==> src/rtl/fetch_unit.sv <==
// ----------------------------------------------------------------------------
// fetch_unit
//
// Instruction fetch sequencer for a small program memory. It presents the PC
// on PA, pulses the active-low read strobe nOE for one cycle per fetch, and
// captures the returned word for the decode stage with a VALID/READY handoff.
// Steady-state throughput is one instruction every three cycles.
//
// Optional feature (macro FETCH_HALT_DETECT_EN):
//   defined   : fetching opcode 5'b11111 raises HALT. After the decode stage
//               accepts that word, the FSM parks in HALTED until JMP or reset.
//   undefined : HALT is tied low and 5'b11111 is an ordinary opcode.
//
// Ports
//   CLK      in   1   system clock, rising edge
//   RST      in   1   asynchronous active-low reset
//   RUN      in   1   fetch enable (level)
//   JMP      in   1   load-PC request (one-cycle pulse), highest priority
//   JA       in   8   jump target address
//   PA       out  8   program memory address (always equals PC)
//   nOE      out  1   program memory read strobe, active low
//   nWE      out  1   program memory write strobe, constant 1
//   ID       in  15   memory read data {OP[4:0], SR[2:0], LR[2:0], IM[3:0]}
//   INST     out 15   captured instruction word
//   INST_PA  out  8   address INST was fetched from
//   VALID    out  1   INST valid to decode stage
//   READY    in   1   decode stage accepts INST
//   HALT     out  1   halt instruction fetched
//
// FSM
//   state    | meaning
//   ---------+------------------------------------------------------------
//   IDLE     | not fetching; waits for RUN
//   ADDR     | address setup cycle, PA=PC, nOE=1
//   STROBE   | read cycle, nOE=0; word captured at the closing edge
//   HOLD     | INST held with VALID=1 until READY
//   HALTED   | halt opcode handed off; no fetches until JMP or reset
// ----------------------------------------------------------------------------
module fetch_unit (
    input  logic        CLK,
    input  logic        RST,
    input  logic        RUN,
    input  logic        JMP,
    input  logic [7:0]  JA,
    output logic [7:0]  PA,
    output logic        nOE,
    output logic        nWE,
    input  logic [14:0] ID,
    output logic [14:0] INST,
    output logic [7:0]  INST_PA,
    output logic        VALID,
    input  logic        READY,
    output logic        HALT
);

    localparam logic [2:0] S_IDLE   = 3'd0;
    localparam logic [2:0] S_ADDR   = 3'd1;
    localparam logic [2:0] S_STROBE = 3'd2;
    localparam logic [2:0] S_HOLD   = 3'd3;
    localparam logic [2:0] S_HALTED = 3'd4;

    localparam logic [4:0] OP_HALT  = 5'b11111;

    logic [2:0]  state;
    logic [2:0]  state_nxt;
    logic [7:0]  pc;
    logic [14:0] inst_q;
    logic [7:0]  inst_pa_q;
    logic        valid_q;
    logic        halt_q;

    // ------------------------------------------------------------------------
    // Next-state logic. JMP overrides every state, including HALTED.
    // ------------------------------------------------------------------------
    always_comb begin
        state_nxt = state;
        if (JMP) begin
            state_nxt = RUN ? S_ADDR : S_IDLE;
        end else begin
            case (state)
                S_IDLE:   if (RUN) state_nxt = S_ADDR;
                S_ADDR:   state_nxt = S_STROBE;
                S_STROBE: state_nxt = S_HOLD;
                S_HOLD: begin
                    if (READY) begin
                        if (halt_q)
                            state_nxt = S_HALTED;
                        else
                            state_nxt = RUN ? S_ADDR : S_IDLE;
                    end
                end
                S_HALTED: state_nxt = S_HALTED;
                default:  state_nxt = S_IDLE;
            endcase
        end
    end

    // ------------------------------------------------------------------------
    // State, PC and capture registers. A JMP on the capture edge discards the
    // word being read and drops any word held for decode.
    // ------------------------------------------------------------------------
    always_ff @(posedge CLK or negedge RST) begin
        if (!RST) begin
            state     <= S_IDLE;
            pc        <= 8'h00;
            inst_q    <= 15'h0000;
            inst_pa_q <= 8'h00;
            valid_q   <= 1'b0;
        end else begin
            state <= state_nxt;
            if (JMP) begin
                pc      <= JA;
                valid_q <= 1'b0;
            end else begin
                case (state)
                    S_STROBE: begin
                        inst_q    <= ID;
                        inst_pa_q <= pc;
                        pc        <= pc + 8'd1;
                        valid_q   <= 1'b1;
                    end
                    S_HOLD: begin
                        if (READY) valid_q <= 1'b0;
                    end
                    default: ;
                endcase
            end
        end
    end

`ifdef FETCH_HALT_DETECT_EN
    // HALT follows the opcode of the most recent capture and stays set while
    // parked in HALTED; only JMP or reset clears it.
    always_ff @(posedge CLK or negedge RST) begin
        if (!RST) begin
            halt_q <= 1'b0;
        end else if (JMP) begin
            halt_q <= 1'b0;
        end else if (state == S_STROBE) begin
            halt_q <= (ID[14:10] == OP_HALT);
        end
    end
`else
    assign halt_q = 1'b0;
`endif

    // Strobe decoded straight from state so reset releases it immediately.
    assign PA      = pc;
    assign nOE     = (state != S_STROBE);
    assign nWE     = 1'b1;
    assign INST    = inst_q;
    assign INST_PA = inst_pa_q;
    assign VALID   = valid_q;
    assign HALT    = halt_q;

endmodule

==> config.mk <==
export PLATFORM = sky130hd
export DESIGN_NAME = fetch_unit
export DESIGN_NICKNAME = d
export VERILOG_FILES = /design/src/rtl/fetch_unit.sv
export SDC_FILE = /design/constraint.sdc
export NUM_CORES = 1
export LEC_CHECK = 0
export ABC_AREA = 0
export CAP_MARGIN = 15
export CORE_MARGIN = 2
export CORE_UTILIZATION = 45
export CTS_CLUSTER_DIAMETER = 120
export CTS_CLUSTER_SIZE = 20
export DETAILED_ROUTE_END_ITERATION = 8
export PLACE_DENSITY = 0.93
export SYNTH_ARGS = -nofsm -noshare
export SYNTH_HDL_FRONTEND = slang
export SYNTH_SLANG_ARGS = --single-unit
==> constraint.sdc <==
create_clock -name CLK -period 4.4 [get_ports CLK]
set_clock_uncertainty 0.15 [all_clocks]
set_input_delay 0.66 -clock CLK [delete_from_list [all_inputs] [get_ports CLK]]
set_output_delay 0.66 -clock CLK [all_outputs]
set_load 0.1 [all_outputs]
==> flow_metrics.tcl, run 1 <==
set metrics [dict create \
    status "finished, final reports clean" \
    cts_setup_buffers 0 \
    syn-num-nets 153 \
    hold_viol_final 0 \
    routed_wl_mm 3.58 \
    overflow 0 \
    synthTopCellsByArea "dfrtp_1 57%, mux2_1 16%, buf_4 2.4%" \
    post_cts_resized 0 \
    crit_type "reg -> out" \
    synth_top_cell_by_area "dfrtp_1" \
    ir_drop_v 0.000535 \
    path_buf_inv 1 \
    cp_top_family "buffers and inverters" \
    cts-buffers-inserted 5 \
    path_max_fanout 9 \
    final_max_slew_viol_count 0 \
    synth_seq_cells 35 \
    clock_power_share 0.128 \
    maxSlewHeadroom 0.320 \
    grt_pass1_wl_mm 6.29 \
    area_growth_pct 44.7 \
    insertion_delay_ps 340 \
    netlist_instances 124 \
    cts_max_level 2 \
    ant_nets 0 \
    ff2ff_path_depth 4 \
    grt_use_total 0.210 \
    cpMaxStageDelayCell "clkdlybuf4s50_1" \
    vias_per_cell 5.17 \
    setup_violations 0 \
    finalCritPeriodShare 0.728 \
    cp_num_cells 2 \
    die_area_mm2 0.00390 \
    ys_warn_count 0 \
    die_x_um 62.5 \
    io_pins 63 \
    end_kind "primary output" \
    drive_gt1_frac 0.0541 \
    fp-row-count 21 \
    fin_cells 231 \
    finalPower_mw 1.71 \
    worst-slew-pin-transition_ps 1020 \
    rsz0062_at_grt "false" \
    port_buffers 60 \
    die_y_um 62.5 \
    antenna_found_initial 0 \
    critPathLaunchType "flip-flop" \
    initial_core_util 0.465 \
    p_leak_nw 0.916 \
    finalSetupTns_ps 0 \
    cap_violations 0 \
    drcViolationCount 0 \
    coreArea_mm2 0.00331 \
    place_inst 224 \
    worstPathCellList "or3b_1 -> clkdlybuf4s50_1" \
    vias 1194 \
    synth_top_area_share 0.569 \
    ys_types 34 \
    max_freq_mhz 312 \
    ys_seq_area_frac 0.569 \
    r2r_slack_ps 2300 \
    p_sw_mw 0.953 \
    hold_class "reg -> reg" \
    sequentialPowerShare 0.275 \
    synth_area_mm2 0.00154 \
    hold_buffers 0 \
    p_int_mw 0.760 \
    startpoint "state[1]$_DFFE_PN0P_" \
    p_comb_frac 0.598 \
    utilization 0.673 \
    dp_hpwl_mm 2.66 \
    required_ps 3590 \
    wire_per_inst_um 15.5 \
    finalNetCount 214 \
    p_sw_frac 0.556 \
    syn_area_per_cell_um2 12.4 \
    crit_end "nOE" \
    max_stage_delay_ps 1200 \
    drt-initial-drc-count 44 \
    first_pass_iters 4 \
    cts_root_buffer "clkbuf_4" \
    min_period_ps 3200 \
    clockBufferDepth 2 \
    cts_tree "done" \
    grt_max_degree 36 \
    rr_endpoint "INST_PA[4]$_DFFE_PN0P_" \
    clk_pin_slew_ps 100 \
    r2r-start "state[1]$_DFFE_PN0P_" \
    crit_arrival_ps 2390 \
    antenna_cells 0 \
    grt_pass1_vias 1261 \
    finalWeightedCongestion 0.775 \
    power_density_mw_per_mm2 770 \
    clock_sinks 35 \
]
[how the worst min path moves through the flow]
stage | start | endpoint | cells past startpoint
3_5_place_dp | INST_PA[6]$_DFFE_PN0P_ | INST_PA[6]$_DFFE_PN0P_ | 1
6_report | INST_PA[6]$_DFFE_PN0P_ | INST_PA[6]$_DFFE_PN0P_ | 1
3_3_place_gp | INST[7]$_DFFE_PN0P_ | INST[7]$_DFFE_PN0P_ | 1
2_1_floorplan | RST | INST[0]$_DFFE_PN0P_ | 0
4_1_cts | INST_PA[6]$_DFFE_PN0P_ | INST_PA[6]$_DFFE_PN0P_ | 1
5_1_grt | INST[9]$_DFFE_PN0P_ | INST[9]$_DFFE_PN0P_ | 1
[placed cells by master (no fill, tap or decap), types with 2 or more instances in the layout]
master | netlist | final
buf_4 | 5 | 2
clkbuf_4 | 0 | 5
a21oi_1 | 2 | 2
nor2b_1 | 2 | 2
dfrtp_1 | 35 | 35
conb_1 | 2 | 2
o21ai_1 | 2 | 2
inv_1 | 2 | 2
mux2_1 | 22 | 22
o211ai_1 | 2 | 2
nand2_1 | 10 | 10
or4_1 | 3 | 3
a31oi_1 | 2 | 2
clkdlybuf4s50_1 | 0 | 60
or4b_1 | 2 | 2
o21ai_0 | 4 | 4
nand3_1 | 6 | 6
nor2_1 | 3 | 3
a22oi_1 | 2 | 2
[metrics by stage]
stage	worst slack, ps	area (um^2)	hold WS [ps]
after global routing	1100	2230	365
after detailed placement	1580	2160	324
after CTS	1190	2230	347
after floorplan	1980	1540	214
after global placement	1620	2160	316
final	1200	2230	342
[flip-flops by register name, summed over array words and instances (netlist names)]
signal   cells
INST_PA      8
VALID        1
INST        15
state        3
PA           8
[cells by family (layout without fill, tap and decap cells)]
kind of cell	count (synthesis)	count (layout)	synth area share
simple gates	33	33	0.122
compound gates	17	17	0.0683
fa+ha+maj	1	1	0.00813
xor+xnor	2	2	0.0114
buf+inv	10	71	0.0415
other cells	2	2	0.00488
mux	24	24	0.175
flops	35	35	0.569
[cell type report]
class / count / area, um^2
Clock buffer: 6 / 41.3
Clock inverter: 1 / 30.0
Fill cell: 251 / 1080
Inverter: 2 / 7.51
Multi-Input combinational cell: 79 / 599
Sequential cell: 35 / 876
Tap cell: 46 / 57.6
Timing Repair Buffer: 62 / 616
[routing by layer]
metal | routed length [um] | global-route usage | up-vias
met5 | 0 | 0 | -
met4 | 115 | 0.125 | 0
met3 | 212 | 0.0631 | 11
met2 | 1800 | 0.332 | 57
met1 | 1450 | 0.254 | 565
li1 | - | - | 561
[Yosys cell counts (all sizes together)]
cell type / n
dfrtp: 35
mux2: 23
nand2: 10
buf: 6
nand3: 6
o21ai: 6
nor2: 4
or4: 3
a21oi: 2
a22oi: 2
a31oi: 2
clkbuf: 2
conb: 2
inv: 2
nor2b: 2
o211ai: 2
or4b: 2
a221oi: 1
ha: 1
mux2i: 1
nand2b: 1
nand4: 1
nand4bb: 1
nor3: 1
nor4bb: 1
o22ai: 1
o31ai: 1
or3b: 1
xnor2: 1
xor2: 1
[power by group through the flow]
stage	clock (mW)	sequential, mW	combinational, mW
after floorplan	0	1.14	0.111
after global placement	0	0.468	1.01
after detailed placement	0	0.478	1.03
after CTS	0.226	0.471	1.03
after global routing	0.239	0.486	1.05
final	0.219	0.471	1.02
(Power assumes the default switching activity.)
==> run 2: changes to the inputs <==
--- a/config.mk
+++ b/config.mk
@@ -8,11 +8,11 @@
 export ABC_AREA = 0
 export CAP_MARGIN = 15
 export CORE_MARGIN = 2
-export CORE_UTILIZATION = 45
+export CORE_UTILIZATION = 42
 export CTS_CLUSTER_DIAMETER = 120
 export CTS_CLUSTER_SIZE = 20
 export DETAILED_ROUTE_END_ITERATION = 8
-export PLACE_DENSITY = 0.93
+export PLACE_DENSITY = 0.89
 export SYNTH_ARGS = -nofsm -noshare
 export SYNTH_HDL_FRONTEND = slang
 export SYNTH_SLANG_ARGS = --single-unit
==> constraint.sdc (replaced) <==
create_clock -name CLK -period 3.3 [get_ports CLK]
set_clock_uncertainty 0.15 [all_clocks]
set_input_delay 0.495 -clock CLK [delete_from_list [all_inputs] [get_ports CLK]]
set_output_delay 0.495 -clock CLK [all_outputs]
set_load 0.1 [all_outputs]
==> run 2 against run 1 <==
Effect of this change:
- total power grew 36%
- final cell count grew 0.87%
- clock power grew 78%
- flip-flop and latch count is the same
- wire length shrank 1.7%
- combinational power grew 29%
- critical path depth is the same
==> flow_metrics.tcl, run 2 (synthesized netlist as in run 1, its figures left out) <==
set metrics [dict create \
    status "finished, final reports clean" \
    finalCritPeriodShare 0.712 \
    clk_pin_slew_ps 120 \
    ff2ff_path_depth 4 \
    whs_path_depth 1 \
    drive_gt1_frac 0.246 \
    grt_pass1_vias 1234 \
    hold_buffers 0 \
    cts_tree "done" \
    path_max_fanout 9 \
    insertion_delay_ps 350 \
    grt_max_degree 36 \
    first_pass_iters 4 \
    fp-row-count 21 \
    final_max_slew_viol_count 0 \
    cpMaxStageDelayCell "or3b_1" \
    p_int_mw 1.05 \
    hold_class "reg -> reg" \
    routed_wl_mm 3.52 \
    drt-initial-drc-count 46 \
    coreArea_mm2 0.00342 \
    final_cell_mix "36 x buf_4, 35 x dfrtp_1, 27 x clkdlybuf4s50_1, 22 x mux2_1, 10 x nand2_1" \
    largest_reg_flops 15 \
    grt_pass1_wl_mm 5.90 \
    worstPathCellList "or3b_1 -> buf_4" \
    hold_viol_final 0 \
    antenna_cells 0 \
    p_sw_frac 0.550 \
    wire_per_inst_um 15.1 \
    dp_hpwl_mm 2.60 \
    cts-buffers-inserted 5 \
    p_leak_nw 0.966 \
    crit_type "reg -> out" \
    ir_drop_v 0.000745 \
    vias 1216 \
    die_y_um 64.5 \
    cts_setup_buffers 0 \
    min_period_ps 2350 \
    p_comb_frac 0.563 \
    finalWeightedCongestion 0.739 \
    initial_core_util 0.451 \
    path_buf_inv 1 \
    cts_max_level 2 \
    rsz0062_at_grt "false" \
    required_ps 2650 \
    cts_root_buffer "clkbuf_4" \
    vias_per_cell 5.22 \
    clockBufferDepth 2 \
    cap_violations 0 \
    power_density_mw_per_mm2 1070 \
    port_buffers 60 \
    drcViolationCount 0 \
    finalNetCount 215 \
    cp_top_family "simple AND/OR/NAND/NOR gates" \
    ant_nets 0 \
    post_cts_resized 0 \
    die_area_mm2 0.00416 \
    finalSetupTns_ps 0 \
    clock_sinks 35 \
    setup_violations 0 \
    max_freq_mhz 426 \
    area_growth_pct 42.0 \
    overflow 0 \
    io_pins 63 \
    max_stage_delay_ps 550 \
    final_common_cell "buf_4" \
    crit_arrival_ps 1700 \
    antenna_found_initial 0 \
    critPathLaunchType "flip-flop" \
    cp_num_cells 2 \
    clock_power_share 0.167 \
    end_kind "primary output" \
    grt_use_total 0.187 \
    die_x_um 64.5 \
    sequentialPowerShare 0.270 \
    p_sw_mw 1.29 \
    finalPower_mw 2.34 \
]
[run 2: changes by cell type in the layout (fill, tap and decap cells not counted), sizes merged]
cell           delta
buf              +34
bufinv            +1
clkbuf            -1
clkdlybuf4s50    -33
clkinvlp          +1
[run 2: stage by stage]
| stage | hold WS, ps | setup WS (ps) | instance area (um^2) | utilization | std cells |
|---|---|---|---|---|---|
| 6_report | 345 | 950 | 2190 | 0.640 | 233 |
| 3_3_place_gp | 320 | 1150 | 2080 | 0.609 | 225 |
| 2_1_floorplan | 49.4 | 882 | 1540 | - | 124 |
| 5_1_grt | 370 | 907 | 2190 | 0.640 | 233 |
| 3_5_place_dp | 326 | 1110 | 2080 | 0.609 | 225 |
| 4_1_cts | 351 | 951 | 2190 | 0.640 | 233 |
[run 2: final timing paths]
kind / startpoint / to / slack [ps]
max reg2reg: state[1]$_DFFE_PN0P_ / INST[13]$_DFFE_PN0P_ / 1170
max in group asynchronous: RST / INST[12]$_DFFE_PN0P_ / 2280
min in group asynchronous: RST / PA[5]$_DFFE_PN0P_ / 400
max: state[1]$_DFFE_PN0P_ / nOE / 950
min: INST_PA[1]$_DFFE_PN0P_ / INST_PA[1]$_DFFE_PN0P_ / 340
min reg2reg: INST_PA[1]$_DFFE_PN0P_ / INST_PA[1]$_DFFE_PN0P_ / 340
[run 2: layout make-up]
cell class	instances	area [um^2]
Timing Repair Buffer	63	541
Clock buffer	5	37.5
Multi-Input combinational cell	79	599
Fill cell	288	1230
Inverter	2	7.51
Clock inverter	3	67.6
Tap cell	46	57.6
Sequential cell	35	876
[run 2: worst register-to-register path, cell delays in order, from the launching register on]
cell	delay, ps
dfrtp_1	500
or3b_1	550
nor2_2	140
buf_4	310
mux2_1	370
[run 2: metal layers]
| metal | routed length [um] | vias up | global-route usage |
|---|---|---|---|
| met5 | 0 | - | 0 |
| met4 | 68 | 0 | 0.114 |
| met3 | 232 | 7 | 0.0503 |
| met2 | 1780 | 51 | 0.305 |
| met1 | 1440 | 592 | 0.221 |
| li1 | - | 566 | - |
[run 2: power by group through the flow]
| stage | clock [mW] | combinational, mW | sequential, mW |
|---|---|---|---|
| floorplan | 0 | 0.148 | 1.52 |
| global placement | 0 | 1.31 | 0.631 |
| detailed placement | 0 | 1.32 | 0.641 |
| CTS | 0.395 | 1.32 | 0.631 |
| global route | 0.416 | 1.35 | 0.647 |
| finish | 0.390 | 1.32 | 0.630 |
